### config.mk
export PLATFORM = sky130hd
export DESIGN_NAME = lsu_ctrl_flat
export DESIGN_NICKNAME = d
export VERILOG_FILES = /design/src/rtl/lsu_pkg.sv /design/src/rtl/lsu_ctrl_if.sv /design/src/rtl/lsu_lane_align.sv /design/src/rtl/lsu_ctrl.sv /design/src/flat_wrapper.sv
export SDC_FILE = /design/constraint.sdc
export NUM_CORES = 1
export LEC_CHECK = 0
export BUFFER_PORTS_ARGS = -buffer_cell sky130_fd_sc_hd__buf_2
export CAP_MARGIN = 20
export CORE_MARGIN = 1.5
export CORE_UTILIZATION = 52
export CTS_CLUSTER_SIZE = 25
export DETAILED_ROUTE_END_ITERATION = 8
export GPL_TIMING_DRIVEN = 1
export PLACE_DENSITY = 0.86
export SETUP_SLACK_MARGIN = 0.1
export SLEW_MARGIN = 40
export SYNTH_ARGS = -nofsm -noshare
export SYNTH_HDL_FRONTEND = slang
export SYNTH_SLANG_ARGS = --single-unit
### constraint.sdc
create_clock -name clk -period 4.5 [get_ports clk]
set_input_delay 0.45 -clock clk [delete_from_list [all_inputs] [get_ports clk]]
set_output_delay 0.45 -clock clk [all_outputs]
set_load 0.01 [all_outputs]
### src/rtl/lsu_pkg.sv
// Shared types and constants for the load/store unit: FSM states, funct3
// encodings, response error codes and the request classifier.
package lsu_pkg;

    typedef enum logic [2:0] {
        ST_IDLE    = 3'd0,
        ST_WR      = 3'd1,
        ST_RD_ADDR = 3'd2,
        ST_RD_DATA = 3'd3,
        ST_RESP    = 3'd4
    } lsu_state_e;

    typedef enum logic [1:0] {
        ERR_OK       = 2'b00,
        ERR_MISALIGN = 2'b01,
        ERR_ILLEGAL  = 2'b10,
        ERR_RW       = 2'b11
    } lsu_err_e;

    localparam logic [2:0] F3_LB  = 3'b000;
    localparam logic [2:0] F3_LH  = 3'b001;
    localparam logic [2:0] F3_LW  = 3'b010;
    localparam logic [2:0] F3_LBU = 3'b100;
    localparam logic [2:0] F3_LHU = 3'b101;
    localparam logic [2:0] F3_SB  = 3'b000;
    localparam logic [2:0] F3_SH  = 3'b001;
    localparam logic [2:0] F3_SW  = 3'b010;

    // Precedence: read+write conflict, then illegal funct3, then misalignment.
    function automatic lsu_err_e classify_op(input logic       rd,
                                             input logic       wr,
                                             input logic [2:0] f3,
                                             input logic [1:0] a_lo);
        lsu_err_e e;
        e = ERR_OK;
        if (rd && wr) begin
            e = ERR_RW;
        end else if (rd) begin
            case (f3)
                F3_LB, F3_LBU: e = ERR_OK;
                F3_LH, F3_LHU: e = a_lo[0] ? ERR_MISALIGN : ERR_OK;
                F3_LW:         e = (a_lo != 2'b00) ? ERR_MISALIGN : ERR_OK;
                default:       e = ERR_ILLEGAL;
            endcase
        end else if (wr) begin
            case (f3)
                F3_SB:   e = ERR_OK;
                F3_SH:   e = a_lo[0] ? ERR_MISALIGN : ERR_OK;
                F3_SW:   e = (a_lo != 2'b00) ? ERR_MISALIGN : ERR_OK;
                default: e = ERR_ILLEGAL;
            endcase
        end else begin
            e = ERR_OK;
        end
        return e;
    endfunction

endpackage

### src/rtl/lsu_ctrl_if.sv
// Pipeline request/response and data-memory bus of the load/store unit.
interface lsu_ctrl_if #(
    parameter int DM_ADDRESS = 9,
    parameter int DATA_W     = 32
);
    logic                  req_valid;
    logic                  req_ready;
    logic                  mem_read;
    logic                  mem_write;
    logic [2:0]            funct3;
    logic [DM_ADDRESS-1:0] addr;
    logic [DATA_W-1:0]     wdata;
    logic [31:0]           dm_raddr;
    logic [31:0]           dm_waddr;
    logic [DATA_W-1:0]     dm_wdata;
    logic [3:0]            dm_wr;
    logic [DATA_W-1:0]     dm_rdata;
    logic                  resp_valid;
    logic [DATA_W-1:0]     resp_rdata;
    logic [1:0]            resp_err;
    logic                  stall;

    modport slave (
        input  req_valid, mem_read, mem_write, funct3, addr, wdata, dm_rdata,
        output req_ready, dm_raddr, dm_waddr, dm_wdata, dm_wr,
               resp_valid, resp_rdata, resp_err, stall
    );

    modport master (
        output req_valid, mem_read, mem_write, funct3, addr, wdata, dm_rdata,
        input  req_ready, dm_raddr, dm_waddr, dm_wdata, dm_wr,
               resp_valid, resp_rdata, resp_err, stall
    );
endinterface

### src/rtl/lsu_lane_align.sv
// Combinational byte-lane steering for stores and lane extraction with
// sign/zero extension for loads.
module lsu_lane_align
    import lsu_pkg::*;
#(
    parameter int DATA_W = 32
) (
    input  logic [2:0]        funct3,
    input  logic [1:0]        addr_lo,
    input  logic [DATA_W-1:0] st_data,
    input  logic [DATA_W-1:0] ld_word,
    output logic [3:0]        wr_mask,
    output logic [DATA_W-1:0] st_lanes,
    output logic [DATA_W-1:0] ld_data
);

    logic [7:0]  ld_byte_s;
    logic [15:0] ld_half_s;

    assign ld_byte_s = ld_word[{addr_lo, 3'b000} +: 8];
    assign ld_half_s = ld_word[{addr_lo[1], 4'b0000} +: 16];

    // Store: narrow data is replicated so every enabled lane sees it.
    always_comb begin
        wr_mask  = 4'b0000;
        st_lanes = st_data;
        case (funct3)
            F3_SB: begin
                wr_mask  = 4'b0001 << addr_lo;
                st_lanes = {4{st_data[7:0]}};
            end
            F3_SH: begin
                wr_mask  = 4'b0011 << {addr_lo[1], 1'b0};
                st_lanes = {2{st_data[15:0]}};
            end
            F3_SW: begin
                wr_mask  = 4'b1111;
                st_lanes = st_data;
            end
            default: begin
                wr_mask  = 4'b0000;
                st_lanes = st_data;
            end
        endcase
    end

    // Load: pick the addressed lane and extend it to full width.
    always_comb begin
        ld_data = {DATA_W{1'b0}};
        case (funct3)
            F3_LB:   ld_data = {{24{ld_byte_s[7]}}, ld_byte_s};
            F3_LH:   ld_data = {{16{ld_half_s[15]}}, ld_half_s};
            F3_LW:   ld_data = ld_word;
            F3_LBU:  ld_data = {24'h000000, ld_byte_s};
            F3_LHU:  ld_data = {16'h0000, ld_half_s};
            default: ld_data = {DATA_W{1'b0}};
        endcase
    end

endmodule

### src/rtl/lsu_ctrl.sv
// Load/store unit controller: accepts one memory op at a time, drives the
// data-memory bus from registers and returns a single-cycle response.
module lsu_ctrl
    import lsu_pkg::*;
#(
    parameter int DM_ADDRESS = 9,
    parameter int DATA_W     = 32
) (
    input  logic       clk,
    input  logic       rst_n,
    lsu_ctrl_if.slave  bus
);

    lsu_state_e        state_q,      state_d;
    logic              req_ready_q,  req_ready_d;
    logic              stall_q,      stall_d;
    logic              resp_valid_q, resp_valid_d;
    logic [DATA_W-1:0] resp_rdata_q, resp_rdata_d;
    lsu_err_e          resp_err_q,   resp_err_d;
    logic [31:0]       dm_raddr_q,   dm_raddr_d;
    logic [31:0]       dm_waddr_q,   dm_waddr_d;
    logic [DATA_W-1:0] dm_wdata_q,   dm_wdata_d;
    logic [3:0]        dm_wr_q,      dm_wr_d;
    logic [1:0]        op_addr_lo_q, op_addr_lo_d;
    logic [2:0]        op_funct3_q,  op_funct3_d;

    logic              accept_s;
    lsu_err_e          req_err_s;
    logic [2:0]        al_funct3_s;
    logic [1:0]        al_addr_lo_s;
    logic [3:0]        wr_mask_s;
    logic [DATA_W-1:0] st_lanes_s;
    logic [DATA_W-1:0] ld_data_s;

    function automatic logic [31:0] word_addr(input logic [DM_ADDRESS-3:0] a_hi);
        logic [31:0] w;
        w = 32'h0000_0000;
        w[DM_ADDRESS-1:2] = a_hi;
        return w;
    endfunction

    assign accept_s  = bus.req_valid && req_ready_q;
    assign req_err_s = classify_op(bus.mem_read, bus.mem_write, bus.funct3, bus.addr[1:0]);

    // Store steering uses the live request at accept; load extraction uses the captured op.
    assign al_funct3_s  = (state_q == ST_IDLE) ? bus.funct3 : op_funct3_q;
    assign al_addr_lo_s = (state_q == ST_IDLE) ? bus.addr[1:0] : op_addr_lo_q;

    lsu_lane_align #(.DATA_W(DATA_W)) u_align (
        .funct3   (al_funct3_s),
        .addr_lo  (al_addr_lo_s),
        .st_data  (bus.wdata),
        .ld_word  (bus.dm_rdata),
        .wr_mask  (wr_mask_s),
        .st_lanes (st_lanes_s),
        .ld_data  (ld_data_s)
    );

    // Next-state and next-output computation.
    always_comb begin
        state_d      = state_q;
        resp_rdata_d = resp_rdata_q;
        resp_err_d   = resp_err_q;
        dm_raddr_d   = dm_raddr_q;
        dm_waddr_d   = dm_waddr_q;
        dm_wdata_d   = dm_wdata_q;
        dm_wr_d      = 4'b0000;
        op_addr_lo_d = op_addr_lo_q;
        op_funct3_d  = op_funct3_q;
        case (state_q)
            ST_IDLE: begin
                if (accept_s) begin
                    op_addr_lo_d = bus.addr[1:0];
                    op_funct3_d  = bus.funct3;
                    if (!bus.mem_read && !bus.mem_write) begin
                        state_d = ST_IDLE;
                    end else if (req_err_s != ERR_OK) begin
                        state_d      = ST_RESP;
                        resp_err_d   = req_err_s;
                        resp_rdata_d = {DATA_W{1'b0}};
                    end else if (bus.mem_write) begin
                        state_d    = ST_WR;
                        dm_waddr_d = word_addr(bus.addr[DM_ADDRESS-1:2]);
                        dm_wdata_d = st_lanes_s;
                        dm_wr_d    = wr_mask_s;
                    end else begin
                        state_d    = ST_RD_ADDR;
                        dm_raddr_d = word_addr(bus.addr[DM_ADDRESS-1:2]);
                    end
                end else begin
                    state_d = ST_IDLE;
                end
            end
            ST_WR: begin
                state_d      = ST_RESP;
                resp_err_d   = ERR_OK;
                resp_rdata_d = {DATA_W{1'b0}};
            end
            ST_RD_ADDR: state_d = ST_RD_DATA;
            ST_RD_DATA: begin
                state_d      = ST_RESP;
                resp_err_d   = ERR_OK;
                resp_rdata_d = ld_data_s;
            end
            ST_RESP:    state_d = ST_IDLE;
            default:    state_d = ST_IDLE;
        endcase
        resp_valid_d = (state_d == ST_RESP);
        req_ready_d  = (state_d == ST_IDLE);
        stall_d      = (state_d != ST_IDLE);
    end

    // State and all registered outputs; reset leaves req_ready low until the first edge.
    always_ff @(posedge clk or negedge rst_n) begin
        if (!rst_n) begin
            state_q      <= ST_IDLE;
            req_ready_q  <= 1'b0;
            stall_q      <= 1'b0;
            resp_valid_q <= 1'b0;
            resp_rdata_q <= {DATA_W{1'b0}};
            resp_err_q   <= ERR_OK;
            dm_raddr_q   <= 32'h0000_0000;
            dm_waddr_q   <= 32'h0000_0000;
            dm_wdata_q   <= {DATA_W{1'b0}};
            dm_wr_q      <= 4'b0000;
            op_addr_lo_q <= 2'b00;
            op_funct3_q  <= 3'b000;
        end else begin
            state_q      <= state_d;
            req_ready_q  <= req_ready_d;
            stall_q      <= stall_d;
            resp_valid_q <= resp_valid_d;
            resp_rdata_q <= resp_rdata_d;
            resp_err_q   <= resp_err_d;
            dm_raddr_q   <= dm_raddr_d;
            dm_waddr_q   <= dm_waddr_d;
            dm_wdata_q   <= dm_wdata_d;
            dm_wr_q      <= dm_wr_d;
            op_addr_lo_q <= op_addr_lo_d;
            op_funct3_q  <= op_funct3_d;
        end
    end

    assign bus.req_ready  = req_ready_q;
    assign bus.stall      = stall_q;
    assign bus.resp_valid = resp_valid_q;
    assign bus.resp_rdata = resp_rdata_q;
    assign bus.resp_err   = resp_err_q;
    assign bus.dm_raddr   = dm_raddr_q;
    assign bus.dm_waddr   = dm_waddr_q;
    assign bus.dm_wdata   = dm_wdata_q;
    assign bus.dm_wr      = dm_wr_q;

endmodule

### src/flat_wrapper.sv
// flat-port wrapper written by rule: the top's interface ports become plain ports
module lsu_ctrl_flat import lsu_pkg::*;
#(
    parameter int DM_ADDRESS = 9,
    parameter int DATA_W     = 32
)
  (clk, rst_n, bus_req_valid, bus_mem_read, bus_mem_write, bus_funct3, bus_addr, bus_wdata, bus_dm_rdata, bus_req_ready, bus_dm_raddr, bus_dm_waddr, bus_dm_wdata, bus_dm_wr, bus_resp_valid, bus_resp_rdata, bus_resp_err, bus_stall);
  lsu_ctrl_if #(.DM_ADDRESS(DM_ADDRESS), .DATA_W(DATA_W)) bus_i ();
  input  logic clk;
  input  logic rst_n;
  input wire logic [$bits(bus_i.req_valid)-1:0] bus_req_valid;
  input wire logic [$bits(bus_i.mem_read)-1:0] bus_mem_read;
  input wire logic [$bits(bus_i.mem_write)-1:0] bus_mem_write;
  input wire logic [$bits(bus_i.funct3)-1:0] bus_funct3;
  input wire logic [$bits(bus_i.addr)-1:0] bus_addr;
  input wire logic [$bits(bus_i.wdata)-1:0] bus_wdata;
  input wire logic [$bits(bus_i.dm_rdata)-1:0] bus_dm_rdata;
  output wire logic [$bits(bus_i.req_ready)-1:0] bus_req_ready;
  output wire logic [$bits(bus_i.dm_raddr)-1:0] bus_dm_raddr;
  output wire logic [$bits(bus_i.dm_waddr)-1:0] bus_dm_waddr;
  output wire logic [$bits(bus_i.dm_wdata)-1:0] bus_dm_wdata;
  output wire logic [$bits(bus_i.dm_wr)-1:0] bus_dm_wr;
  output wire logic [$bits(bus_i.resp_valid)-1:0] bus_resp_valid;
  output wire logic [$bits(bus_i.resp_rdata)-1:0] bus_resp_rdata;
  output wire logic [$bits(bus_i.resp_err)-1:0] bus_resp_err;
  output wire logic [$bits(bus_i.stall)-1:0] bus_stall;
  assign bus_i.req_valid = bus_req_valid;
  assign bus_i.mem_read = bus_mem_read;
  assign bus_i.mem_write = bus_mem_write;
  assign bus_i.funct3 = bus_funct3;
  assign bus_i.addr = bus_addr;
  assign bus_i.wdata = bus_wdata;
  assign bus_i.dm_rdata = bus_dm_rdata;
  assign bus_req_ready = bus_i.req_ready;
  assign bus_dm_raddr = bus_i.dm_raddr;
  assign bus_dm_waddr = bus_i.dm_waddr;
  assign bus_dm_wdata = bus_i.dm_wdata;
  assign bus_dm_wr = bus_i.dm_wr;
  assign bus_resp_valid = bus_i.resp_valid;
  assign bus_resp_rdata = bus_i.resp_rdata;
  assign bus_resp_err = bus_i.resp_err;
  assign bus_stall = bus_i.stall;
  lsu_ctrl #(.DM_ADDRESS(DM_ADDRESS), .DATA_W(DATA_W)) u_core (.clk(clk), .rst_n(rst_n), .bus(bus_i));
endmodule
# Word level (Yosys, flattened, before mapping)
# Cells that the tools add are included.
[totals]
register_bits = 95
word_cells = 86
output_inout_bits = 137
inputBits = 81
[classes]
n_shift = 4
reduce_logical = 22
n_eq_ne = 15
mux = 30
bitwise_logic = 3
[op_table]
columns = ["cell", "count"]
rows = [
  ["$pmux W32 S5", 1],
  ["$mux W32", 3],
  ["$pmux W32 S3", 1],
  ["$pmux W32 S2", 1],
  ["$shiftx A32 B6 Y16", 1],
  ["$shiftx A32 B6 Y8", 1],
  ["$mux W4", 5],
  ["$mux W2", 8],
  ["$eq A3 B3 Y1 const B", 5],
  ["$eq A3 B2 Y1 const B", 4],
  ["$logic_not A3 Y1", 4],
  ["$mux W3", 4],
  ["$pmux W2 S3", 2],
  ["$pmux W4 S3", 1],
  ["$reduce_and A5 Y1", 2],
  ["$eq A3 B1 Y1 const B", 3],
  ["$pmux W3 S3", 1],
  ["$reduce_and A4 Y1", 2],
  ["$reduce_bool A2 Y1", 3],
  ["$reduce_bool A3 Y1", 2],
  ["$reduce_or A2 Y1", 3],
  ["$ne A2 B2 Y1 const B", 2],
  ["$pmux W2 S2", 1],
  ["$shl A1 B2 Y4 const A", 1],
  ["7 further kinds", 13],
]

# Logic depth before layout (Yosys ltp)
# Gate-level depths: netlist (run 1).
[logic_depth]
ltp_word = 12
ltp_mapped = 8
depth_no_buf = 5

# Cells and area by module
# A second synthesis (run 1) with hierarchy kept.
[unflattened]
cells_unflattened = 521
area_unflattened_um2 = 5617.9
[by_module_without_submodules]
columns = ["mod", "n_inst", "area_per_inst_um2", "seq_area_each_um2", "cells_per_inst"]
rows = [
  ["lsu_ctrl", 1, 4464.3, 2377.3, 382],
  ["lsu_lane_align", 1, 1153.6, 0.0, 139],
]

# Least setup slack after synthesis (run 1)
# No wires, ideal clock.
[synth_timing]
path_type = "input-to-reg"
from = "input port bus_addr[1]"
to = "register u_core.stall_q, in the netlist u_core.bus.stall"
arrival_time_ns = 2.002
setup_time_ns = 0.142
t_required_ns = 4.358
n_path_buf = 2
path_slack_ns = 2.356
path_stages = 7
cell_sequence = "clkbuf_1 > o211a_1 > a2111oi_2 > nor3_1 > nor2_2 > buf_2 > nand4_1"
[synth_between]
elab_chain_cells = 12
elab_cells_between_ends = 13
classes_between = "10 x mux; 3 x reduce/logical"
[synth_rtl]
columns = ["element", "line_no", "rtl"]
rows = [
  ["from (decl)", "flat_wrapper.sv:15", "input wire logic [$bits(bus_i.addr)-1:0] bus_addr;"],
  ["$reduce_bool A2 Y1 *", "lsu_pkg.sv:42, lsu_pkg.sv:49", ""],
  ["$mux W1 *", "lsu_pkg.sv:42, lsu_pkg.sv:49", ""],
  ["$pmux W2 S3", "lsu_pkg.sv:46", "case (f3)"],
  ["$mux W2", "lsu_pkg.sv:45", "end else if (wr) begin"],
  ["$mux W2 *", "lsu_pkg.sv:38", "end else if (rd) begin"],
  ["$mux W2 *", "lsu_pkg.sv:36", "if (rd && wr) begin"],
  ["$reduce_bool A2 Y1 *", "lsu_ctrl.sv:77", "end else if (req_err_s != ERR_OK) begin"],
  ["$mux W3 *", "lsu_ctrl.sv:77", ""],
  ["$mux W3 *", "lsu_ctrl.sv:75", "if (!bus.mem_read && !bus.mem_write) begin"],
  ["$mux W3 *", "lsu_ctrl.sv:72", "if (accept_s) begin"],
  ["$pmux W3 S3 *", "lsu_ctrl.sv:70", "case (state_q)"],
  ["$reduce_bool A3 Y1 *", "lsu_ctrl.sv:110", "stall_d = (state_d != ST_IDLE);"],
  ["via u_core.stall_d", "lsu_ctrl.sv:16", "logic stall_q, stall_d;"],
  ["to (signal assigned)", "lsu_ctrl.sv:131", "stall_q <= stall_d;"],
  ["to (decl)", "lsu_ctrl.sv:16", ""],
]
# The timed path passes the listed nets; every way through them passes the cells marked *.
# A chain may end at the register's enable or synchronous reset.

# Worst setup path after layout (run 1)
[layout_timing]
from = "register u_core.state_q[0]"
to = "register u_core.resp_rdata_q[27], in the netlist u_core.bus.resp_rdata[27]"
[layout_between]
elab_chain_cells = 5
elab_cells_between_ends = 19
classes_between = "9 x eq/ne; 2 x shift; 4 x mux; 4 x reduce/logical"
[layout_rtl]
columns = ["element", "line_no", "rtl"]
rows = [
  ["from (decl)", "lsu_ctrl.sv:14", "lsu_state_e state_q, state_d;"],
  ["from (signal assigned)", "lsu_ctrl.sv:129", "state_q <= state_d;"],
  ["$logic_not A3 Y1", "lsu_ctrl.sv:46, lsu_ctrl.sv:47, lsu_ctrl.sv:70", ""],
  ["$mux W2 / $mux W3 (equally long branches)", "lsu_ctrl.sv:47, lsu_ctrl.sv:46", ""],
  ["$shiftx A32 B6 Y16, or another cell as far along", "lsu_lane_align.sv:21", "assign ld_half_s = ld_word[{addr_lo[1], 4'b0000} +: 16];"],
  ["$pmux W32 S5", "lsu_lane_align.sv:50", "case (funct3)"],
  ["$pmux W32 S3", "lsu_ctrl.sv:70", ""],
  ["to (signal assigned)", "lsu_ctrl.sv:120", "resp_rdata_q <= {DATA_W{1'b0}};"],
  ["to (signal assigned)", "lsu_ctrl.sv:133", "resp_rdata_q <= resp_rdata_d;"],
  ["to (decl)", "lsu_ctrl.sv:18", "logic [DATA_W-1:0] resp_rdata_q, resp_rdata_d;"],
]
# Several ways; a longest one is shown, not always the timed one.

==> metrics.txt, run 1 <==
# TYPE chip_impl_metric gauge
chip_impl_metric{name="final_antenna_net_count",unit=""} 0
chip_impl_metric{name="cts_stage_hold_buffer_count",unit=""} 0
chip_impl_info{name="r2r_start",value="u_core.state_q[0]"} 1
chip_impl_info{name="timing.hold.worst.class",value="in2async"} 1
chip_impl_metric{name="worst-endpoint-required",unit="ns"} 4.81
chip_impl_info{name="tritoncts",value="yes"} 1
chip_impl_metric{name="grt_pass1_vias",unit=""} 4283
chip_impl_metric{name="synth_top_area_share",unit="%"} 45.84
chip_impl_metric{name="cap_violations",unit=""} 0
chip_impl_metric{name="placement_rows",unit=""} 36
chip_impl_metric{name="crit_arrival",unit="ns"} 3.03
chip_impl_metric{name="dr_total_vias",unit=""} 4521
chip_impl_metric{name="post-place-cells",unit=""} 806
chip_impl_metric{name="rr_worst_depth",unit=""} 6
chip_impl_metric{name="antennaDiodeCount",unit=""} 0
chip_impl_info{name="synth.most_common_cell",value="nand2_1"} 1
chip_impl_metric{name="worst_slew_pin_slew",unit="ns"} 0.7755
chip_impl_metric{name="antenna_found_initial",unit=""} 0
chip_impl_info{name="status",value="completed"} 1
chip_impl_metric{name="cp_max_fanout",unit=""} 21
chip_impl_metric{name="min_period",unit="ns"} 2.716
chip_impl_metric{name="gp_routability_congestion",unit=""} 0.9620
chip_impl_metric{name="routedWlPerCell",unit="um"} 16.36
chip_impl_metric{name="die_area",unit="sq um"} 10580
chip_impl_metric{name="number_of_instances_in_the_synthesized_netlist",unit=""} 537
chip_impl_metric{name="clk-insertion-delay-late",unit="ns"} 0.38
chip_impl_info{name="post-synth-top-area-cell",value="dfrtp_1"} 1
chip_impl_metric{name="clk_pin_slew_worst_paths",unit="ns"} 0.09
chip_impl_metric{name="largest_net_degree_at_the_start_of_global_routing",unit=""} 50
chip_impl_metric{name="synth-warning-count",unit=""} 0
chip_impl_metric{name="sequential_fraction_of_design_power",unit="%"} 37.5
chip_impl_metric{name="wl",unit="um"} 13450
chip_impl_metric{name="die-width",unit="um"} 102.9
chip_impl_metric{name="net-switching-power",unit="mW"} 1.479
chip_impl_metric{name="global_route_total_usage_across_every_layer",unit="%"} 25.83
chip_impl_metric{name="layoutNonFillerInstCount",unit=""} 822
chip_impl_metric{name="fin_area",unit="sq um"} 6130
chip_impl_metric{name="crit_path_max_incr_delay",unit="ns"} 0.71
chip_impl_info{name="critPathKind",value="reg2reg"} 1
chip_impl_metric{name="timing.clock.skew",unit="ns"} 0.01339
chip_impl_metric{name="powerDensity",unit="nW/um^2"} 585.6
chip_impl_info{name="rsz0062_at_grt",value="false"} 1
chip_impl_metric{name="layout-drive-gt1-share",unit="%"} 30.62
chip_impl_metric{name="drc_errors",unit=""} 0
chip_impl_metric{name="dp.final_hpwl",unit="um"} 10180
chip_impl_info{name="worst_path_max_delay_cell",value="or3_1"} 1
chip_impl_metric{name="setup_viol_count_final",unit=""} 0
chip_impl_metric{name="synth_enable_flop_cells",unit=""} 0
chip_impl_metric{name="ff2ff_setup_slack",unit="ns"} 1.78
chip_impl_metric{name="power_report.internal_total",unit="mW"} 2.110
chip_impl_metric{name="htreeDepth",unit=""} 3
chip_impl_metric{name="globalRouteOverflowTotal",unit=""} 0
chip_impl_metric{name="route.detailed.vias_per_inst",unit=""} 5.500
chip_impl_metric{name="ff_latch_area",unit="sq um"} 2377
chip_impl_metric{name="synthArstFlopShare",unit="%"} 100.0
chip_impl_metric{name="initial_utilization",unit="%"} 53.31
chip_impl_metric{name="final.setup.tns",unit="ns"} 0
chip_impl_metric{name="resized_after_cts",unit=""} 0
chip_impl_info{name="cp_cell_sequence",value="or3_1, mux2i_1, buf_4, nor3b_2, o21bai_2, a221o_1"} 1
chip_impl_info{name="crit_path_start_kind",value="register"} 1
chip_impl_info{name="synth-main-ff-cell",value="dfrtp_1"} 1
chip_impl_metric{name="numCtsBuffers",unit=""} 9
chip_impl_metric{name="worst-path-buf-inv",unit=""} 1
chip_impl_metric{name="area_growth_syn_to_layout",unit="%"} 18.19
chip_impl_info{name="netlist_top_cells_count",value="nand2_1, dfrtp_1, buf_4"} 1
chip_impl_info{name="ys_top_cells_by_area",value="dfrtp_1, mux2i_1, buf_4"} 1
chip_impl_metric{name="final_hold_viol_count",unit=""} 0
chip_impl_metric{name="buffer_ports.inserted",unit=""} 167
chip_impl_metric{name="fin_nets",unit=""} 765
chip_impl_metric{name="multiInputGateArea",unit="sq um"} 2437
chip_impl_metric{name="p_clk_share",unit="%"} 17.8
chip_impl_metric{name="syn_avg_cell_area",unit="sq um"} 9.658
chip_impl_metric{name="ys_seq_elements",unit=""} 95
chip_impl_metric{name="fmax",unit="MHz"} 368.2
chip_impl_metric{name="clock_tree.buffer_depth",unit=""} 2
chip_impl_metric{name="peakVddDrop",unit="mV"} 0.3765
chip_impl_metric{name="drtIter0Drc",unit=""} 239
chip_impl_metric{name="fin_worst_hold_slack",unit="ns"} 0.06976
chip_impl_metric{name="power",unit="mW"} 3.589
chip_impl_metric{name="static_leakage_power",unit="nW"} 3.501
chip_impl_metric{name="placedInstanceArea",unit="sq um"} 5886
chip_impl_metric{name="fill_cells",unit=""} 802
chip_impl_metric{name="slew_viol_final",unit=""} 0
chip_impl_metric{name="first_pass_grt_wire_length",unit="um"} 21250
chip_impl_metric{name="period_share",unit="%"} 60.36
chip_impl_metric{name="ios",unit=""} 218
chip_impl_info{name="timing.critical_path.to_type",value="register"} 1
chip_impl_info{name="crit-reg2reg-capture",value="u_core.bus.resp_rdata[27]"} 1
chip_impl_metric{name="setup_buffers_after_cts",unit=""} 0
chip_impl_info{name="timing.critical_path.max_delay_family",value="simple AND/OR/NAND/NOR gates"} 1
chip_impl_metric{name="power.share.combinational",unit="%"} 44.8
chip_impl_metric{name="max-slew-margin-rel",unit="%"} 48.30
chip_impl_metric{name="power_switching_share",unit="%"} 41.22
chip_impl_metric{name="synth.yosys.seq_area_share",unit="%"} 45.84
chip_impl_metric{name="synth.cell_area",unit="sq um"} 5186
chip_impl_metric{name="clock_sink_count",unit=""} 95
chip_impl_metric{name="post_synth_num_cell_types",unit=""} 52
chip_impl_metric{name="core-area",unit="sq um"} 9729
chip_impl_metric{name="drtPass1Iterations",unit=""} 5
chip_impl_info{name="ctsRootBufferMaster",value="clkbuf_8"} 1
chip_impl_metric{name="chipHeight",unit="um"} 102.9
==> power groups by stage <==
stage,sequential (mW),clock [mW],combinational (mW)
5_1_grt,1.38,0.687,1.77
3_5_place_dp,1.34,0,1.59
4_1_cts,1.34,0.652,1.59
6_report,1.35,0.637,1.61
2_1_floorplan,1.41,0,1.03
3_3_place_gp,1.33,0,1.54
==> per-layer routing <==
metal	GRT usage, %	wire (um)	vias up
met4	8.836	248	0
met3	8.271	1375	26
met5	0	0	-
li1	-	-	2085
met2	42.69	6566	271
met1	32.21	5262	2139
==> logic make-up (layout without fill, tap and decap cells) <==
logic type	Yosys count	count (layout)	synth area share (%)
compound gates	119	119	16.96
simple gates	169	169	14.19
buf+inv	96	199	11.27
other cells	1	50	0.07231
flops	95	95	45.84
mux	57	57	11.68
==> final cells by class <==
type	instances	area share, %
multi-input cells	395	39.76
repair buffers	173	14.41
clock buffers	9	2.021
clock inverters	7	1.694
flip-flops and latches	95	38.78
inverters	10	0.6124
well taps	133	2.715
==> through the flow <==
| step | util (%) | worst slack (ns) |
|---|---|---|
| floorplan | - | 2.356 |
| global placement | 60.47 | 1.697 |
| detailed placement | 60.49 | 1.502 |
| CTS | 62.83 | 1.743 |
| global route | 63.00 | 1.463 |
| finish | 63.00 | 1.784 |
==> worst max-delay path by stage <==
stage | start | slack [ns] | to | depth (start not counted)
global placement | bus_addr[1] | 1.70 | u_core.bus.dm_wdata[18] | 7
finish | u_core.state_q[0] | 1.78 | u_core.bus.resp_rdata[27] | 6
detailed placement | bus_addr[1] | 1.50 | u_core.bus.dm_wdata[23] | 6
CTS | u_core.state_q[0] | 1.74 | u_core.bus.dm_wdata[23] | 6
global route | u_core.state_q[0] | 1.46 | u_core.bus.resp_rdata[21] | 5
floorplan | bus_addr[1] | 2.36 | u_core.bus.stall | 7
==> registers in the layout, indices dropped and copies added, names as in the netlist <==
name	count
u_core.bus.dm_wr	4
u_core.op_addr_lo_q	2
u_core.bus.stall	1
u_core.op_funct3_q	3
u_core.bus.dm_waddr	7
u_core.bus.resp_valid	1
u_core.state_q	3
u_core.bus.dm_raddr	7
u_core.bus.resp_err	2
u_core.bus.req_ready	1
u_core.bus.resp_rdata	32
u_core.bus.dm_wdata	32
==> cells in the final DEF (no fill, tap or decap), types with 7 or more instances in the layout <==
cell / count
conb_1: 50
o21ai_0: 27
nor3_1: 7
a211oi_1: 8
a22o_1: 8
mux2_2: 8
buf_4: 7
buf_2: 166
nand2_1: 101
a21o_1: 11
inv_1: 10
mux2i_1: 45
nor2_1: 26
nand3_1: 8
a21oi_1: 15
clkbuf_8: 9
a221o_1: 16
a211o_1: 7
dfrtp_1: 95
No activity file was read; power rests on OpenSTA's default activity.
==> run 2, diff against run 1 <==
- CORE_UTILIZATION: 52 -> 44
- PLACE_DENSITY: 0.86 -> 0.77
- clock period: 4.5 -> 2.4 ns (I/O delays scaled with it)
==> run 2 against run 1 <==
  * First-iteration DRC count shrank 0.42%
  * Combinational power grew 94%
  * Utilization shrank 8.0 points
  * Fmax grew 24%
  * Register-to-register slack lost 1.6 ns
  * Die area grew 18%
  * Global-route usage shrank 4.2 points
  * Final cell count grew 2.6%
  * Count of clock-buffer cells in the layout is the same
  * Design area grew 3.0%
  * Largest power group unchanged
==> metrics.txt, run 2 (synthesis gave the netlist of run 1 again) <==
# TYPE chip_impl_metric gauge
chip_impl_info{name="worst_path_max_delay_cell",value="mux2i_1"} 1
chip_impl_metric{name="buffer_ports.inserted",unit=""} 167
chip_impl_metric{name="global_route_total_usage_across_every_layer",unit="%"} 21.65
chip_impl_info{name="mostFrequentLayoutCell",value="buf_2"} 1
chip_impl_metric{name="power.share.combinational",unit="%"} 44.7
chip_impl_metric{name="worst_slew_pin_slew",unit="ns"} 0.6337
chip_impl_metric{name="timing.clock.skew",unit="ns"} 0.004507
chip_impl_metric{name="fmax",unit="MHz"} 457.7
chip_impl_metric{name="wl",unit="um"} 13630
chip_impl_metric{name="core-area",unit="sq um"} 11470
chip_impl_metric{name="drc_errors",unit=""} 0
chip_impl_info{name="ctsRootBufferMaster",value="clkbuf_16"} 1
chip_impl_info{name="crit_path_start_kind",value="register"} 1
chip_impl_metric{name="placement_rows",unit=""} 39
chip_impl_info{name="status",value="completed"} 1
chip_impl_metric{name="grt_pass1_vias",unit=""} 4264
chip_impl_metric{name="power_switching_share",unit="%"} 39.60
chip_impl_metric{name="chipHeight",unit="um"} 111.6
chip_impl_metric{name="sequential_fraction_of_design_power",unit="%"} 35.4
chip_impl_metric{name="clk_pin_slew_worst_paths",unit="ns"} 0.06
chip_impl_metric{name="setup_buffers_after_cts",unit=""} 0
chip_impl_metric{name="layout-drive-gt1-share",unit="%"} 31.57
chip_impl_metric{name="final_antenna_net_count",unit=""} 0
chip_impl_metric{name="globalRouteOverflowTotal",unit=""} 0
chip_impl_metric{name="worst-path-buf-inv",unit=""} 1
chip_impl_metric{name="route.detailed.vias_per_inst",unit=""} 5.390
chip_impl_metric{name="power",unit="mW"} 7.009
chip_impl_info{name="tritoncts",value="yes"} 1
chip_impl_metric{name="initial_utilization",unit="%"} 45.23
chip_impl_metric{name="period_share",unit="%"} 91.03
chip_impl_metric{name="power_report.internal_total",unit="mW"} 4.233
chip_impl_metric{name="area_growth_syn_to_layout",unit="%"} 21.69
chip_impl_metric{name="clk-insertion-delay-late",unit="ns"} 0.35
chip_impl_metric{name="htreeDepth",unit=""} 3
chip_impl_info{name="timing.critical_path.to_type",value="register"} 1
chip_impl_metric{name="die-width",unit="um"} 111.6
chip_impl_metric{name="cap_violations",unit=""} 0
chip_impl_metric{name="final_hold_viol_count",unit=""} 0
chip_impl_info{name="cp_cell_sequence",value="or3_1, buf_4, mux2i_1, a32oi_1, nor2_1, a211o_1"} 1
chip_impl_metric{name="max-slew-margin-rel",unit="%"} 57.75
chip_impl_metric{name="numCtsBuffers",unit=""} 9
chip_impl_metric{name="net-switching-power",unit="mW"} 2.775
chip_impl_info{name="critPathKind",value="reg2reg"} 1
chip_impl_metric{name="die_area",unit="sq um"} 12450
chip_impl_metric{name="gp_routability_congestion",unit=""} 0.8600
chip_impl_metric{name="clock_sink_count",unit=""} 95
chip_impl_metric{name="min_period",unit="ns"} 2.185
chip_impl_info{name="final_cell_mix",value="buf_2, nand2_1, dfrtp_1"} 1
chip_impl_metric{name="setup_viol_count_final",unit=""} 0
chip_impl_metric{name="drtPass1Iterations",unit=""} 5
chip_impl_metric{name="clock_tree.buffer_depth",unit=""} 2
chip_impl_metric{name="dp.final_hpwl",unit="um"} 10300
chip_impl_metric{name="routedWlPerCell",unit="um"} 16.16
chip_impl_metric{name="ios",unit=""} 218
chip_impl_info{name="timing.hold.worst.class",value="in2reg"} 1
chip_impl_metric{name="antenna_found_initial",unit=""} 0
chip_impl_metric{name="p_clk_share",unit="%"} 19.9
chip_impl_metric{name="static_leakage_power",unit="nW"} 3.597
chip_impl_metric{name="fill_cells",unit=""} 1021
chip_impl_info{name="timing.critical_path.max_delay_family",value="simple AND/OR/NAND/NOR gates"} 1
chip_impl_metric{name="crit_arrival",unit="ns"} 2.47
chip_impl_metric{name="first_pass_grt_wire_length",unit="um"} 21550
chip_impl_metric{name="dr_total_vias",unit=""} 4544
chip_impl_metric{name="crit_path_max_incr_delay",unit="ns"} 0.49
chip_impl_metric{name="drtIter0Drc",unit=""} 238
chip_impl_metric{name="peakVddDrop",unit="mV"} 0.6234
chip_impl_metric{name="powerDensity",unit="nW/um^2"} 1111
chip_impl_metric{name="largest_net_degree_at_the_start_of_global_routing",unit=""} 51
chip_impl_metric{name="antennaDiodeCount",unit=""} 0
chip_impl_metric{name="worst-endpoint-required",unit="ns"} 2.69
chip_impl_metric{name="cp_max_fanout",unit=""} 17
chip_impl_metric{name="final.setup.tns",unit="ns"} 0
chip_impl_metric{name="slew_viol_final",unit=""} 0
chip_impl_metric{name="fin_nets",unit=""} 778
chip_impl_info{name="rsz0062_at_grt",value="false"} 1
run 2: final cells by class:
cell class	instances	area, sq um	area share (%)
multi-input cells	395	2435	38.58
flip-flops and latches	95	2377	37.67
repair buffers	186	996.0	15.78
clock buffers	9	225.2	3.569
well taps	143	178.9	2.835
clock inverters	5	61.31	0.9715
inverters	10	37.54	0.5948
run 2: through the flow:
step           setup WS (ns)  cells  cell area, sq um  utilization, %  hold WS [ns]
2_1_floorplan         0.2854    586              5370               -      -0.05559
3_3_place_gp          0.3168    828              5998           52.31        0.2982
3_5_place_dp          0.2229    828              5998           52.31        0.3071
4_1_cts               0.2070    843              6295           54.89       0.08274
5_1_grt               0.1013    843              6311           55.04        0.1232
6_report              0.2153    843              6311           55.04       0.09243
run 2: power groups by stage:
stage	Sequential [mW]	Combinational (mW)	Clock, mW
3_3_place_gp	2.47	3.02	0
2_1_floorplan	2.64	1.94	0
5_1_grt	2.55	3.42	1.49
4_1_cts	2.48	3.12	1.43
3_5_place_dp	2.48	3.11	0
6_report	2.48	3.13	1.39
run 2: tightest hold or removal path: stages:
cell	delay, ns
buf_2	0.08
nand2_1	0.04
nand2_1	0.04
run 2: what timing repair did:
action | in CTS | in global routing
hold buffers | 1 | 0
gates resized for setup | 0 | 3
setup endpoints to repair | 0 | 17
hold endpoints to repair | 48 | 0
run 2: worst paths after layout:
path	startpoint	endpoint	slack, ns	cells after the start
setup / recovery	u_core.state_q[1]	u_core.bus.resp_rdata[13]	0.22	6
hold / removal	bus_addr[3]	u_core.bus.dm_waddr[3]	0.09	3
setup reg to reg	u_core.state_q[1]	u_core.bus.resp_rdata[13]	0.22	6
hold reg to reg	u_core.bus.dm_wdata[9]	u_core.bus.dm_wdata[9]	0.47	2
max in group asynchronous	rst_n	u_core.bus.resp_rdata[19]	1.26	3
min in group asynchronous	rst_n	u_core.bus.stall	0.47	2
run 2: metal layers:
layer	share of wire, %	GRT usage [%]
met1	41	26.87
met2	49	36.36
met3	7.8	6.097
met4	1.9	7.595
met5	0	0
